## src/rtl/filter_out_fifo.sv

```systemverilog
// rtl/filter_out_fifo.sv - first-word-fall-through output FIFO with occupancy, high-water mark and drop counter
//
// Purpose: buffers samples from the upstream filter stage for a downstream
// consumer. The head entry is presented combinationally from the array
// (first-word-fall-through), so a sample pushed at edge N is visible right
// after edge N.
//
// Ports:
//   clk        in   single clock, all state on rising edge
//   rst        in   synchronous active-high reset
//   i_data     in   WIDTH  sample from upstream
//   i_valid    in   i_data valid this cycle
//   o_ready    out  FIFO can accept a sample (not full)
//   o_data     out  WIDTH  head-of-queue sample, zero when empty
//   o_valid    out  o_data holds a sample (not empty)
//   i_ready    in   downstream accepts o_data this cycle
//   o_level    out  current occupancy
//   o_hwm      out  high-water mark of o_level
//   i_clr_hwm  in   reload o_hwm with next-cycle occupancy
//   o_drop_cnt out  8-bit saturating count of samples offered while full
module filter_out_fifo #(
  parameter int WIDTH = 8,
  parameter int DEPTH = 8
) (
  input  logic                         clk,
  input  logic                         rst,
  input  logic [WIDTH-1:0]             i_data,
  input  logic                         i_valid,
  output logic                         o_ready,
  output logic [WIDTH-1:0]             o_data,
  output logic                         o_valid,
  input  logic                         i_ready,
  output logic [$clog2(DEPTH+1)-1:0]   o_level,
  output logic [$clog2(DEPTH+1)-1:0]   o_hwm,
  input  logic                         i_clr_hwm,
  output logic [7:0]                   o_drop_cnt
);

  localparam int AW = $clog2(DEPTH);
  localparam int LW = $clog2(DEPTH+1);

  logic [WIDTH-1:0] mem [DEPTH];
  logic [AW-1:0]    wr_ptr;
  logic [AW-1:0]    rd_ptr;
  logic [LW-1:0]    level;
  logic [LW-1:0]    level_nxt;
  logic [LW-1:0]    hwm;
  logic [7:0]       drop_cnt;
  logic             push;
  logic             pop;

  // Flow control comes from the registered level only, so o_ready has no
  // path from i_ready: a full FIFO refuses a push even while it is popping.
  assign o_ready = (level != LW'(DEPTH));
  assign o_valid = (level != '0);
  assign push    = i_valid && o_ready;
  assign pop     = o_valid && i_ready;

  // Gate the head so stale or never-written storage is never visible.
  assign o_data  = o_valid ? mem[rd_ptr] : '0;

  assign o_level    = level;
  assign o_hwm      = hwm;
  assign o_drop_cnt = drop_cnt;

  always_comb begin
    level_nxt = level;
    if (push && !pop) begin
      level_nxt = level + LW'(1);
    end else if (pop && !push) begin
      level_nxt = level - LW'(1);
    end
  end

  // Storage carries no reset; only entries between the pointers are read.
  always_ff @(posedge clk) begin
    if (push) begin
      mem[wr_ptr] <= i_data;
    end
  end

  // DEPTH is a power of two, so the AW-bit pointers wrap naturally.
  always_ff @(posedge clk) begin
    if (rst) begin
      wr_ptr   <= '0;
      rd_ptr   <= '0;
      level    <= '0;
      hwm      <= '0;
      drop_cnt <= '0;
    end else begin
      if (push) begin
        wr_ptr <= wr_ptr + AW'(1);
      end
      if (pop) begin
        rd_ptr <= rd_ptr + AW'(1);
      end
      level <= level_nxt;
      if (i_clr_hwm) begin
        hwm <= level_nxt;
      end else if (level_nxt > hwm) begin
        hwm <= level_nxt;
      end
      if (i_valid && !o_ready && (drop_cnt != 8'hFF)) begin
        drop_cnt <= drop_cnt + 8'd1;
      end
    end
  end

endmodule
```

## config.mk

```make
export PLATFORM = sky130hd
export DESIGN_NAME = filter_out_fifo
export DESIGN_NICKNAME = d
export VERILOG_FILES = /design/src/rtl/filter_out_fifo.sv
export SDC_FILE = /design/constraint.sdc
export NUM_CORES = 1
export LEC_CHECK = 0
export BUFFER_PORTS_ARGS = -buffer_cell sky130_fd_sc_hd__buf_2
export CAP_MARGIN = 20
export CORE_ASPECT_RATIO = 1.4
export CORE_MARGIN = 2
export CORE_UTILIZATION = 40
export DETAILED_ROUTE_END_ITERATION = 6
export PLACE_DENSITY = 0.69
export RECOVER_POWER = 100
export SETUP_SLACK_MARGIN = 0.2
export SLEW_MARGIN = 20
export SYNTH_ARGS = -nofsm -noshare
export SYNTH_HDL_FRONTEND = slang
export SYNTH_SLANG_ARGS = --single-unit
export TNS_END_PERCENT = 30
```

## constraint.sdc

```tcl
create_clock -name clk -period 3.7 [get_ports clk]
set_input_delay 0.185 -clock clk [delete_from_list [all_inputs] [get_ports clk]]
set_output_delay 0.185 -clock clk [all_outputs]
set_load 0.02 [all_outputs]
```

# Word level (Yosys, flattened, before mapping)
# Memories as Yosys holds them, arrays and structs flattened. A register that Yosys moved wholly into a read port is not among the register bits.
# Index checks and enable logic that the tools add are counted.
# word_totals
reg_bits	22
latch_bits	0
ramBits	64
mem_bits_ro	0
inputBits	13
out_inout_bits	26
word_cells	34
n_memories	1
# memory_table
memory	depth	word_bits	read_ports	rd_ports_with_merged_regs	write_ports	line	text
mem	8	8	1	1	1	42	logic [WIDTH-1:0] mem [DEPTH];
# op_classes
addsub	5
mul	0
div_mod_pow	0
order_cmp	1
eq_ne	2
shifts	0
mux	9
n_bitwise	0
n_reduce_logical	11
# ops
cell	n
2-to-1 mux 4 bit	4
adder 8 x 1 -> 8 bit, second input constant	1
2-to-1 mux 8 bit	1
!= test 8 bit, second input constant	1
adder 3 x 1 -> 3 bit, second input constant	2
logical AND 1 bit	6
2-to-1 mux 3 bit	2
adder 4 x 1 -> 4 bit, second input constant	1
> comparator 4 bit	1
!= test 4 bit, second input constant	1
nonzero test 4 bit	1
subtractor 4 x 1 -> 4 bit, second input constant	1
zero test 1 bit	3
2-to-1 mux 1 bit	2
nonzero test 2 bit	1

# Longest topological paths before layout
# Gate-level depths: netlist of run 1.
# logic_depth
ltp_word	9
mapped_depth	14
mapped_depth_nobuf	13

# Worst setup path before layout of run 1
# OpenSTA, ideal clock, no wires.
# synth_path
kind	register to register
startpoint	register level[1] (netlist: o_level[1])
endpoint	register hwm[3] (netlist: o_hwm[3])
setup_ps	128
t_arrival_ps	3094
t_required_ps	3572
slack_ps	479
path_stages_with_launch	15
path_buffers	1
synth_period_minus_slack_ps	3221
path_cell_list	dfxtp_1 -> inv_1 -> ha_1 -> nand3b_1 -> and2_1 -> buf_6 -> a2111oi_4 -> a311oi_1 -> inv_1 -> ha_1 -> nor2b_1 -> o31ai_1 -> a21oi_1 -> mux2i_1 -> nor2_1
# synth_between
elab_chain_cells	8
word_cells_on_any_way	16
classes_between	add/sub (2); order compare (1); eq/ne (1); mux (4); reduce/logical (8)
# synth_rtl
item	line	text
from (decl)	45	logic [LW-1:0] level;
from (signal assigned)	97	level <= level_nxt;
!= test 4 bit (*)	54	assign o_ready = (level != LW'(DEPTH));
net o_ready	29	output logic o_ready,
logical AND 1 bit (*)	56	assign push = i_valid && o_ready;
zero test 1 bit	70	end else if (pop && !push) begin
logical AND 1 bit	70	
2-to-1 mux 4 bit	70	
2-to-1 mux 4 bit (*)	68	if (push && !pop) begin
net level_nxt[1]	46	logic [LW-1:0] level_nxt;
> comparator 4 bit (*)	100	end else if (level_nxt > hwm) begin
nonzero test 2 bit (no source line) (*)	-	
to (signal assigned)	99	hwm <= level_nxt;
to (signal assigned)	101	hwm <= level_nxt;
to (decl)	47	logic [LW-1:0] hwm;
# Mark *: on every way through the listed nets, which the timed path passes. The rest lies on a longest branch. The select of a mux whose other input is x is not followed.
# A chain may end at the register's enable or synchronous reset.

# Worst setup path after layout of run 1
# layout_path
startpoint	register level[1] (netlist: o_level[1])
endpoint	register hwm[2] (netlist: o_hwm[2])
# layout_between
elab_chain_cells	8
word_cells_on_any_way	16
classes_between	add/sub (2); order compare (1); eq/ne (1); mux (4); reduce/logical (8)
# layout_rtl
item	line
branches (longest 5 deep; another with subtractor 4 x 1 -> 4 bit)	-
2-to-1 mux 4 bit (*)	68
net level_nxt[1]	46
> comparator 4 bit (*)	100
nonzero test 2 bit (no source line) (*)	-
# Mark *: on every way through the listed nets, which the timed path passes. The select of a mux whose other input is x is not followed.

==> results of run 1 <==
-- per-layer routing --
| metal | GRT usage [%] | vias to the layer above | share of wire [%] |
|---|---|---|---|
| met2 | 25.5 | 62 | 53 |
| met1 | 17.1 | 1096 | 40 |
| met5 | 0 | - | 0 |
| met4 | 4.69 | 0 | 1.1 |
| met3 | 3.99 | 7 | 5.5 |
| li1 | - | 1062 | - |
-- Yosys cell counts, types with 2 or more instances --
cell      number  area share (%)
or2_2          2            0.33
and2_1         2            0.33
a21oi_1        5            0.65
inv_1         10            0.98
dfxtp_1       25              13
edfxtp_1      64              50
nor2_1        37             3.6
clkbuf_1       3            0.29
o221ai_2       2            0.79
nor2b_1        3            0.49
ha_1           9             2.9
mux4_2        16             9.4
or3_1          3            0.49
nand2_1       10            0.98
o21ai_0        2            0.26
buf_2          4            0.52
xor2_1         4            0.92
nand3b_1       4            0.79
mux2i_1       14             3.7
nand3_1        4            0.52
xnor2_1        5             1.1
nand2b_1       5            0.82
buf_1          3            0.29
nor3_1         6            0.79
-- stage by stage --
step	total power, mW	instances	worst slack [ns]	hold WS [ns]	utilization, %
3_3_place_gp	2.06	404	0.456	0.449	44.1
3_5_place_dp	2.08	404	0.317	0.453	44.1
4_1_cts	2.87	419	0.289	0.106	46.8
6_report	2.82	419	0.438	0.192	46.0
5_1_grt	2.97	419	0.171	0.197	46.0
2_1_floorplan	1.86	263	0.479	0.284	-
-- worst paths after layout --
check,start,endpoint,slack [ns],cells after the start
worst max-delay path,o_level[1],o_hwm[2],0.44,13
worst min-delay path,i_data[6],mem[0][6],0.19,1
worst max register to register,o_level[1],o_hwm[2],0.44,13
worst min register to register,wr_ptr[0],wr_ptr[0],0.50,2
-- state kept, by name, summed over array words and instances (netlist names), named ones only --
name and flops:
o_drop_cnt 8, rd_ptr 3, o_level 4, mem 64
wr_ptr 3, o_hwm 4
-- power by group --
group | switching [mW] | internal, mW | leakage, nW | total (mW)
registers | 0.0617 | 1.14 | 0.785 | 1.20
logic | 0.485 | 0.344 | 0.515 | 0.828
clock network | 0.345 | 0.447 | 0.124 | 0.792
total | 0.892 | 1.93 | 1.42 | 2.82
-- worst reg2reg max path, delay by kind of cell (launching register included) --
| kind | cells | cell delay, ns |
|---|---|---|
| compound gates | 4 | 0.94 |
| fa+ha+maj | 2 | 0.57 |
| buf+inv | 2 | 0.20 |
| flops | 1 | 0.49 |
| mux | 1 | 0.23 |
| simple gates | 4 | 0.72 |
-- kinds of logic after synthesis --
logic type	count (synthesis)	synth area share (%)
mux	30	13.1
xor+xnor	9	2.06
simple gates	83	11.0
fa+ha+maj	9	2.95
flops	89	63.4
buf+inv	22	2.59
compound gates	21	4.94
-- what timing repair did --
action | in CTS | in global routing
endpoints found under the hold margin | 0 | 0
resized for setup | 0 | 2
hold buffers | 0 | 0
endpoints found under the setup margin | 0 | 4
-- cell type report --
class | count | share of cell area, %
Sequential cell | 89 | 56.3
Clock buffer | 11 | 5.41
Tap cell | 110 | 3.20
Timing Repair Buffer | 43 | 3.95
Clock inverter | 4 | 0.494
Inverter | 10 | 0.872
Multi-Input combinational cell | 152 | 29.8
==> run metrics, run 1 <==
Final ANT Viol Nets=0; Die X-Extent=86.6 um; clk root buf=clkbuf_16; Final setup viols=0; Ports=39; Placer Congestion=0.865; fin nets=327; chip height=120 um; fin crit share=88.2%; site row count=42; CP max FO=9; Worst setup EP type=flop; fillers=858; Hold WC Path Type=primary input to flop; multi-input logic area=0.00128 sq mm; Vias/cell=5.32; Synth async-reset ratio=0%; DRT Pass-1 Iters=4; Initial Util=40.9%; slowest library cell on the worst path=dfxtp_1; DRC Markers=0; Post-DP HPWL=4730 um; most common cell after layout, fill and taps aside=edfxtp_1; Buf+Inv Stages, Crit Path=2; leakage=1.42 nW; Least-Margin Pin Slew=0.935 ns; setup bufs post-CTS=0; area grow syn2layout=12.6%; Fin. Hold Viols=0; Top delay family on crit path=compound AO/OA/AOI/OAI gates; wire per inst=17.1 um; critical path startpoint category=flop; CTS Sinks=89; Data arrival, critical path=3.47 ns; ANT cells=0; syn_nets=285; clock-pin transition on the worst setup and hold timing paths=0.06 ns; Placed Area=0.00413 sq mm; RSZ-0062 raised after global routing=no; number of synthesized register bits=89; CP Data Required Time=3.91 ns; grt total ovfl=0; worst-case clock buffer depth=2; Synth Area per Inst=14.5 sq um; final wirelength=7150 um; Final Cell Area=0.00430 sq mm; critical path cell sequence=inv_1 > ha_1 > nand3b_1 > and2_0 > a2111oi_0 > a311oi_2 > inv_1 > ha_1 > nor2b_1 > o31ai_1 > a21oi_2 > mux2i_1 > nor2_1; Post-synth EDFFs=64; largest net degree at the start of global routing=26; TritonCTS clock tree=yes; Core ar.=0.00935 sq mm; Slowest Stage Delay on Critical Path=0.49 ns; gr usage total=14.6%; P per Cell Area=655 mW/mm^2; Fin Clk Skew=0.00688 ns; initial antenna violation count=0; register area share after synthesis=63.4%; slew margin rel.=37.4%; Num CTS Buffers=9; vias in the first global route=2150; distinct cell type count after synthesis=45; setup TNS=0 ns; maxcap violations=0; insertion delay to the later sink of the worst-skew pair=0.33 ns; commonest non-fill, non-tap cells in the layout=edfxtp_1 (64), clkbuf_1 (40), nor2_1 (38); Syn. warnings=0; buffers added on ports=38; maximum vdd drop=0.412 mV; die area=0.0104 sq mm; Initial DRC Count=121; H-tree depth=3; fmax=307 MHz; share of layout cells above drive strength 1=12.6%; max-slew violations=0; status=completed; Vias=2227; register area=0.00242 sq mm; ys flop type=edfxtp_1; Syn Inst Count=263; fin crit period=3.26 ns; global-route wire length before repair=11200 um; critical setup path kind=flop to flop; Syn Std Cell Area=0.00382 sq mm
Note: power is estimated with default switching activity, not from simulation.
==> inputs of run 2 (changes only) <==
- GPL_TIMING_DRIVEN: not set -> 0
==> run 2 against run 1 <==
  * Global-route usage increased by 1.1 points
  * Die area is the same
  * Non-clock buffer count up 7
  * Flip-flop and latch count unchanged
  * Core utilization up 1.0 points
  * First-iteration DRC count increased by 5.8%
  * Clock skew shrank 0.0032 ns
  * Clock power up 12%
  * Setup slack improved by 0.042 ns
  * Combinational power grew 6.0%
  * Maximum frequency is 1.3% higher
==> run metrics, run 2 (synthesis results as in run 1) <==
status=completed; clk root buf=clkbuf_16; commonest non-fill, non-tap cells in the layout=edfxtp_1 (64), clkbuf_1 (40), nor2_1 (38); ANT cells=0 (unchanged); Final ANT Viol Nets=0 (unchanged); Finished Layout Cells=427 (+1.9%); H-tree depth=3 (unchanged); Num CTS Buffers=9 (unchanged); RSZ-0062 raised after global routing=no; CTS Sinks=89 (unchanged); Post-DP HPWL=4870 um (+3.0%); DRC Markers=0 (unchanged); vias in the first global route=2287 (+6.4%); Core ar.=0.00935 sq mm (unchanged); Final Cell Area=0.00440 sq mm (+2.2%); critical path startpoint category=flop; setup TNS=0 ns (unchanged); P per Cell Area=670 mW/mm^2 (+2.3%); Initial DRC Count=128 (+5.8%); Fin. Hold Viols=0 (unchanged); Ports=39 (unchanged); DRT Pass-1 Iters=4 (unchanged); maxcap violations=0 (unchanged); Worst setup EP type=flop; site row count=42 (unchanged); Hold Crit Start=rst; Clk pwr share=30.1% (+2.0 points); area grow syn2layout=15.1%; Largest Register=mem; Flop pwr share=40.0% (-2.5 points); RR Endpoint=o_hwm[2]; initial antenna violation count=0 (unchanged); final wirelength=7310 um (+2.3%); reg2reg path depth=12 (-1); Vias/cell=5.21 (-2.0%); combinational share of power=29.8% (+0.4 points); Hold WC Path Type=primary input to flop; Pwr Total=2.95 mW (+4.6%); setup bufs post-CTS=0 (unchanged); fmax=310 MHz (+1.3%); largest net degree at the start of global routing=16 (-38%); reg2reg start=o_level[1]; hold depth=2 (+1); leakage=1.47 nW (+3.5%); worst-case clock buffer depth=2 (unchanged); max-slew violations=0 (unchanged); Vias=2223 (-0.18%); insertion delay to the later sink of the worst-skew pair=0.34 ns (about the same); maximum vdd drop=0.401 mV (-2.6%); share of layout cells above drive strength 1=15.5% (+2.8 points); critical setup path kind=flop to flop; Die X-Extent=86.6 um (unchanged); Final setup viols=0 (unchanged); Psw=0.930 mW (+4.2%); Hold EP=o_level[2]; switch share=31.6% (-0.095 points); grt total ovfl=0 (unchanged); slew margin rel.=36.2% (-1.2 points); Initial Util=40.9% (unchanged); Placed Area=0.00416 sq mm (+0.94%); fin nets=334 (+2.1%); Fin Clk Skew=0.00369 ns (-0.00319 ns); dpl cells=411 (+1.7%); wire per inst=17.1 um (+0.36%); Placer Congestion=0.756 (-13%); CP Data Required Time=3.91 ns (about the same); Internal Dissipation=2.02 mW (+4.7%); TritonCTS clock tree=yes; Least-Margin Pin Slew=0.953 ns (+0.0178 ns); gr usage total=15.7% (+1.1 points); buffers added on ports=36 (-5.3%); CP max FO=10 (+1); Data arrival, critical path=3.44 ns (-0.03 ns); chip height=120 um (unchanged); clock-pin transition on the worst setup and hold timing paths=0.06 ns (about the same); global-route wire length before repair=12000 um (+6.8%); R2R setup slack=0.48 ns (+0.04 ns); fin crit period=3.22 ns (-0.0416 ns); max reg flops=64 (unchanged); most common cell after layout, fill and taps aside=edfxtp_1; die area=0.0104 sq mm (unchanged); fin crit share=87.0% (-1.1 points)
## run 2: critical path: stages, from the launching register on
cell	delay, ns
dfxtp_1	0.42
inv_1	0.17
ha_1	0.30
nor3b_4	0.56
nor2_1	0.23
o221ai_2	0.22
xnor2_1	0.22
ha_1	0.30
nand4_1	0.07
nor2_1	0.05
a21oi_2	0.29
mux2i_1	0.23
nor2_1	0.05
## run 2: routing by layer
metal  up-vias  GRT usage (%)  part of all wire (%)
met4         0           7.03                   2.2
met3        10           3.78                   4.3
met2        50           25.5                    51
li1       1086              -                     -
met1      1077           19.6                    42
met5         -              0                     0
## run 2: worst max path at each step
stage	start	endpoint	slack, ns	depth (start not counted)
after floorplan	o_level[1]	o_hwm[3]	0.48	14
after global placement	o_level[1]	o_hwm[2]	0.36	14
after detailed placement	o_level[1]	o_hwm[2]	0.34	12
after CTS	o_level[1]	o_hwm[2]	0.32	14
after global routing	o_level[1]	o_hwm[2]	0.16	12
final	o_level[1]	o_hwm[2]	0.48	12
## run 2: area by class of cell
type                            count  area, sq um
Clock inverter                      6         58.8
Buffer                             12         61.3
Sequential cell                    89         2420
Clock buffer                       10          229
Fill cell                         854         4950
Inverter                           10         37.5
Tap cell                          110          138
Multi-Input combinational cell    152         1310
Timing Repair Buffer               38          146
## run 2: stage by stage
step           setup slack, ns  hold slack, ns  util [%]
2_1_floorplan            0.479           0.284         -
3_3_place_gp             0.362           0.448      44.2
3_5_place_dp             0.337           0.459      44.5
4_1_cts                  0.318           0.106      47.6
5_1_grt                  0.157           0.205      47.0
6_report                 0.479           0.192      47.0
## run 2: power by group through the flow
stage	logic (mW)	registers (mW)	clock network, mW
after CTS	0.902	1.18	0.905
after global placement	0.874	1.20	0
after global routing	0.973	1.19	0.943
after detailed placement	0.898	1.20	0
after floorplan	0.645	1.22	0
final	0.878	1.18	0.888
## run 2: what timing repair did
action | in CTS | in global routing
hold buffers | 0 | 0
setup endpoints to repair | 0 | 4
resized for setup | 0 | 3
hold endpoints to repair | 0 | 0
